[src/rtl/cdb_arbiter_mp.sv]
// rtl/cdb_arbiter_mp.sv - multi-lane CDB arbiter, fixed-priority or round-robin grant
// Grants up to N_CDB done FUs per cycle; granted tag/value pairs are broadcast on registered lanes.
module cdb_arbiter_mp #(
    parameter int N_FU    = 5,
    parameter int N_CDB   = 2,
    parameter int XLEN    = 32,
    parameter int TAG_W   = 3,
    parameter int RR_MODE = 1
) (
    input  logic                    clock,
    input  logic                    reset,
    input  logic                    clear,
    input  logic [N_FU-1:0]         fu_done,
    input  logic [N_FU*XLEN-1:0]    fu_value,
    input  logic [N_FU*TAG_W-1:0]   fu_tag,
    output logic [N_FU-1:0]         fu_ack,
    output logic [N_CDB-1:0]        cdb_valid,
    output logic [N_CDB*TAG_W-1:0]  cdb_tag,
    output logic [N_CDB*XLEN-1:0]   cdb_value
);
    localparam int PTR_W = $clog2(N_FU);
    localparam int CNT_W = $clog2(N_FU + 1);

    logic [PTR_W-1:0]       ptr_q, ptr_d;
    logic [N_CDB-1:0]       valid_q, valid_d;
    logic [N_CDB*TAG_W-1:0] tag_q, tag_d;
    logic [N_CDB*XLEN-1:0]  value_q, value_d;

    logic [PTR_W-1:0]       pos  [N_FU];
    logic [CNT_W-1:0]       rank [N_FU];
    logic [N_FU-1:0]        grant;
    logic [PTR_W-1:0]       last_idx;
    logic [PTR_W-1:0]       last_pos;

    // pos[i] is FU i's place in this cycle's search order; rank[i] counts requesters ahead of it.
    always_comb begin
        for (int i = 0; i < N_FU; i++) begin
            if (RR_MODE != 0) begin
                if (PTR_W'(i) >= ptr_q) begin
                    pos[i] = PTR_W'(i) - ptr_q;
                end else begin
                    pos[i] = PTR_W'(i) + PTR_W'(N_FU) - ptr_q;
                end
            end else begin
                pos[i] = PTR_W'(N_FU - 1 - i);
            end
        end

        for (int i = 0; i < N_FU; i++) begin
            rank[i] = '0;
            for (int m = 0; m < N_FU; m++) begin
                if (m != i && fu_done[m] && pos[m] < pos[i]) begin
                    rank[i] = rank[i] + CNT_W'(1);
                end
            end
            grant[i] = !clear && fu_done[i] && (rank[i] < CNT_W'(N_CDB));
        end

        last_idx = '0;
        last_pos = '0;
        for (int i = 0; i < N_FU; i++) begin
            if (grant[i] && pos[i] >= last_pos) begin
                last_pos = pos[i];
                last_idx = PTR_W'(i);
            end
        end

        if (clear) begin
            ptr_d = '0;
        end else if (|grant) begin
            ptr_d = (last_idx == PTR_W'(N_FU - 1)) ? '0 : last_idx + PTR_W'(1);
        end else begin
            ptr_d = ptr_q;
        end

        valid_d = '0;
        tag_d   = '0;
        value_d = '0;
        for (int k = 0; k < N_CDB; k++) begin
            for (int i = 0; i < N_FU; i++) begin
                if (grant[i] && rank[i] == CNT_W'(k)) begin
                    valid_d[k]                  = 1'b1;
                    tag_d[k*TAG_W +: TAG_W]     = fu_tag[i*TAG_W +: TAG_W];
                    value_d[k*XLEN +: XLEN]     = fu_value[i*XLEN +: XLEN];
                end
            end
        end
    end

    // Reset gates only the combinational ack; the flops are already held by the async reset.
    assign fu_ack = reset ? grant : '0;

    always_ff @(posedge clock or negedge reset) begin
        if (!reset) begin
            ptr_q   <= '0;
            valid_q <= '0;
            tag_q   <= '0;
            value_q <= '0;
        end else begin
            ptr_q   <= ptr_d;
            valid_q <= valid_d;
            tag_q   <= tag_d;
            value_q <= value_d;
        end
    end

    assign cdb_valid = valid_q;
    assign cdb_tag   = tag_q;
    assign cdb_value = value_q;
endmodule

[config.mk]
export PLATFORM = sky130hd
export DESIGN_NAME = cdb_arbiter_mp
export DESIGN_NICKNAME = d
export VERILOG_FILES = /design/src/rtl/cdb_arbiter_mp.sv
export SDC_FILE = /design/constraint.sdc
export NUM_CORES = 1
export LEC_CHECK = 0
export ABC_AREA = 1
export CORE_MARGIN = 2
export CORE_UTILIZATION = 47
export DETAILED_ROUTE_END_ITERATION = 10
export PLACE_DENSITY = 0.83
export SLEW_MARGIN = 10
export SYNTH_ARGS = -nofsm -noshare
export SYNTH_HDL_FRONTEND = slang
export SYNTH_SLANG_ARGS = --single-unit
[constraint.sdc]
create_clock -name clock -period 10.2 [get_ports clock]
set_clock_uncertainty 0.1 [all_clocks]
set_input_delay 1.02 -clock clock [delete_from_list [all_inputs] [get_ports clock]]
set_output_delay 1.02 -clock clock [all_outputs]
set_load 0.01 [all_outputs]
Word level (Yosys, flattened, before mapping)
Cells that the tools add are included.
W data, S select, Z words.
- flip-flop bits (word level): 75
- word-level logic and storage cells: 189
- input port bits: 183
- output and inout bits: 77
- $lt $le $gt $ge: 35
- multiplexer cells: 67
- $add $sub $neg: 24
- equal/unequal tests: 6
- reduce and logical (&&, ||, !) cells: 53
- operators by type and width (operator ; count):
    $mux W32 ; 10
    $mux W3 ; 40
    $lt A3 B3 Y1 ; 20
    $add A3 B1 Y3 const B ; 16
    $logic_and A1 B1 Y1 ; 45
    $mux W1 ; 16
    $eq A3 B1 Y1 const B ; 5
    $logic_not A3 Y1 ; 5
    $lt A3 B2 Y1 const B ; 5
    $ge A3 B3 Y1 ; 4
    $sub A3 B3 Y3 const A ; 4
    $ge A1 B3 Y1 const A ; 2
    $ge A2 B3 Y1 const A ; 2
    $sub A1 B3 Y3 const A ; 2
    $sub A2 B3 Y3 const A ; 2
    $mux W5 ; 1
    $reduce_or A5 Y1 ; 1
    $eq A3 B3 Y1 const B ; 1
    $ge A3 B1 Y1 const B ; 1
    $ge A3 B3 Y1 const A ; 1
    $reduce_bool A2 Y1 ; 1
    $logic_not A1 Y1 ; 1

Longest topological paths before layout
- depth in word-level cells: 31
- gate-level depth with buffers: 57
- mapped depth without buffers: 57

Worst setup path before layout
No wires, ideal clock.
- path type: reg-to-reg
- start: register ptr_q[1]
- end: register ptr_q[1]
- path slack: 2.661 ns
- period minus slack after synthesis: 7.539 ns
- arrival time: 7.305 ns
- path buffers: 0
- setup time: 0.134 ns
- stages on the path, launching flop included: 53
- required time: 9.966 ns
- cells stage by stage: dfrtp_1 inv_1 ha_1 ha_1 inv_1 nand2_1 nand2_1 o21ai_0 ha_1 o21ai_0 a22oi_1 inv_1 nand3_1 inv_1 ha_1 xor2_1 inv_1 ha_1 [... 17 more ...] nand2_1 nand2_1 and2_1 ha_1 nand2_1 o211ai_1 nand2_1 nand2_1 o21ai_0 ha_1 a21oi_1 o211ai_1 nand2_1 inv_1 a21oi_1 ha_1 nand2_1 o21ai_0
- word-level cells in the longest chain between the ends: 31
- elaborated cells on any way between the ends: 128
- those cells by class: 24 x add/sub; 35 x order compare; 1 x eq/ne; 36 x mux; 32 x reduce/logical
- ends and longest elaborated chain (what ; line ; RTL):
    start: declaration ; 24 ; logic [PTR_W-1:0] ptr_q, ptr_d;
    start signal: assignment ; 100 ; ptr_q <= ptr_d;
    $sub A3 B3 Y3, or another cell as far along ; 42 ; pos[i] = PTR_W'(i) + PTR_W'(N_FU) - ptr_q;
    $mux W3 ; 39 ; if (PTR_W'(i) >= ptr_q) begin
    $lt A3 B3 Y1 ; 52 ; if (m != i && fu_done[m] && pos[m] < pos[i]) begin
    $logic_and A1 B1 Y1 ; 52 ;
    $mux W1 ; 52 ;
    $add A3 B1 Y3 ; 53 ; rank[i] = rank[i] + CNT_W'(1);
    $mux W3 ; 52 ;
    $add A3 B1 Y3 ; 53 ;
    [... 15 more ...] ; n/a ;
    $mux W3 ; 62 ; if (grant[i] && pos[i] >= last_pos) begin
    $ge A3 B3 Y1 ; 62 ;
    $logic_and A1 B1 Y1 ; 62 ;
    $mux W3 ; 62 ;
    $add A3 B1 Y3 / $eq A3 B3 Y1 (equally long branches) ; 71 ; ptr_d = (last_idx == PTR_W'(N_FU - 1)) ? '0 : last_idx + PTR_W'(1);
    $mux W3 ; 71 ;
    $mux W3 ; 70 ; end else if (|grant) begin
    $mux W3 ; 68 ; if (clear) begin
Several ways; a longest one is shown, not always the timed one. The select of a mux whose other input is x is not followed.
A chain may end at the register's enable or synchronous reset.

Worst setup path in the final report
Ends and elaborated chain as after synthesis.

==> run metrics <==
status complete, no violations; CTS tree yes; register area share after synthesis 0.249; CTS Root Cell clkbuf_16; Yosys reg bits 75; Post-CTS Setup Bufs 0; Iter 0 DRT Violations 1,129; layout cell share with drive strength beyond 1 0.0586; Synth area leader dfrtp_1; Num CTS Buffers 9; CTS max path bufs 2; capture point of the worst path ptr_q[1]; asr flop ratio synth 1.00; average wire per standard cell 19.3 um; period utilization 0.859; max-cap viol count 0; CTS sink cnt between 70 and 80; Congestion Overflow GR 0; initial core utilization 0.478; Via-to-Cell Ratio about 5.7; met3 routed WL 3.46 mm; Post-Syn Instances between 1,000 and 1,500; Reg2Reg Setup Slack 1.44 ns; area grow syn2layout 38.9%; initial antenna violation count 0; final instance area 10,500 um^2; RSZ-0062 raised after global routing false; CTS Hold Bufs 0; Critical Path Max Stage Delay slightly above 0.6 ns; Worst Setup End Kind flip-flop; most numerous cell in the Yosys netlist nand2_1; Post-synth EDFFs 0; Critical R2R Capture ptr_q[1]; WP data required 10.32 ns; Die Width 131 um; final hold slack between 0.4 and 0.5 ns; Slew Limit Headroom 0.205; mapped cell area 7540 um^2; area of the core between 15,000 and 20,000 um^2; setup violators final 0; Antenna diodes 0; top-area cell type share of the netlist area 0.249; Final ANT Viol Nets 0; final WL 31.1 mm; CP Launch Type flip-flop; YS warnings 0; Placed Instance Area 10,200 um^2; Worst Tran Pin Value 1.19 ns; via count of the routed design around 9,300; dominant cells by area after synthesis dfrtp_1 25%, nand2_1 18%, nand3_1 14%; CP arrival 8.88 ns; synth cell count leaders 359 x nand2_1, 209 x nand3_1, 97 x inv_1; FMAX approximately 110 MHz; hold crit path type primary input to async pin; DP HPWL 21.5 mm; Slew Limit Fails 0; Setup TNS Final 0 ns; row count 46; CP max-delay cell o21ai_0; Layout Cells excl Fill 1,615; WL met1 11.9 mm; # nets final 1,636; filler instances 1,428; number of hold violations in the final report 0; worst r2r src ptr_q[1]; number of global-route vias before repair approximately 8,600; Tot GR Track Use 0.353; DRC 0; IO Port Bufs 259; Routed met2 length 14.2 mm; Synth cell types 45; drt pass-1 iters 6; FF-to-FF path depth 52; CTS H-tree depth 3; Die Span Y around 130 um; Post-Syn Nets approximately 1,400; Multi-input gate area 4940 um^2; Setup Crit Path Kind flip-flop to flip-flop; worst-path fanout max 10; placed cells 1,599; Mapped Avg Cell Area 6.45 um^2; gpl congestion 0.953; clk slew on worst S/H paths roughly 0.070 ns; ys flop type dfrtp_1; first-pass GRT wire length 46.3 mm; CP most frequent cell nand2_1; I/O pin total 260; die area 17,100 um^2; largest net degree at the start of global routing 54; highest routed layer met4; Setup crit start ptr_q[1]; Seq. cell area roughly 1900 um^2; min cycle time layout 8.76 ns; cts repair resizes 0; Clk Latency, worst-skew pair 0.35 ns
cell families (layout without fill, tap and decap cells):
group                    count (synthesis)  in the layout  share of synthesized area
AO/OA/AOI/OAI                          142            142                      0.114
XOR/XNOR                                16             16                     0.0231
adder cells (fa/ha/maj)                 59             59                     0.0980
buffers and inverters                  166            396                     0.0966
flip-flops                              75             75                      0.249
AND/OR/NAND/NOR                        711            711                      0.420
worst min-delay path by stage:
| stage | cells past startpoint | slack [ns] | from | end |
|---|---|---|---|---|
| CTS | 1 | 0.46 | reset | cdb_value[43] |
| global route | 1 | 0.48 | reset | cdb_value[12] |
| global placement | 2 | 0.58 | ptr_q[0] | ptr_q[0] |
| detailed placement | 2 | 0.59 | ptr_q[0] | ptr_q[0] |
| floorplan | 2 | 0.53 | ptr_q[0] | ptr_q[0] |
| finish | 1 | 0.46 | reset | cdb_value[43] |
area by class of cell:
class	instances	area share
inverter	111	0.0404
sequential	75	0.179
multi-input combinational	928	0.472
tap	216	0.0258
clock buffer	10	0.0228
timing repair buffer	269	0.255
clock inverter	6	0.00466
routing by layer:
| metal | global-route usage | vias to the layer above |
|---|---|---|
| met4 | 0.176 | 0 |
| met3 | 0.0753 | 126 |
| met1 | 0.447 | 4216 |
| met2 | 0.571 | 638 |
| met5 | 0 | - |
| li1 | - | 4295 |
critical path, delay by kind of cell, from the launching register on:
| kind | cells | cell delay (ns) |
|---|---|---|
| adder cells (fa/ha/maj) | 10 | 2.64 |
| AND/OR/NAND/NOR | 22 | 2.24 |
| AO/OA/AOI/OAI | 11 | 1.97 |
| buffers and inverters | 7 | 0.73 |
| flip-flops | 1 | 0.49 |
| XOR/XNOR | 2 | 0.45 |
sequential cells by signal, summed over array words and instances (netlist names):
name / flops
cdb_tag: 6
cdb_valid: 2
cdb_value: 64
ptr_q: 3
metrics by stage:
step                      setup WS (ns)  utilization
after floorplan                    2.66            -
after global placement             1.86        0.645
after detailed placement           1.59        0.645
after CTS                          1.54        0.664
after global routing              0.593        0.664
final                              1.44        0.664
placed cells by master (no fill, tap or decap), types with 4 or more instances in the layout:
cell type / n
nor2_1: 86
dfrtp_1: 75
xor2_1: 9
ha_1: 59
nand2_4: 6
a22oi_1: 38
clkbuf_16: 9
buf_4: 11
inv_1: 97
inv_2: 11
nand4_1: 11
clkdlybuf4s50_1: 258
nand3_1: 209
o21ai_1: 10
nor2_4: 4
nand2_1: 359
a21oi_1: 60
or2_2: 7
xnor2_1: 4
nand2_2: 9
o21ai_0: 22
Power is not shown: default switching activity piles up to over one toggle a cycle in this logic, so the estimate is an artifact.
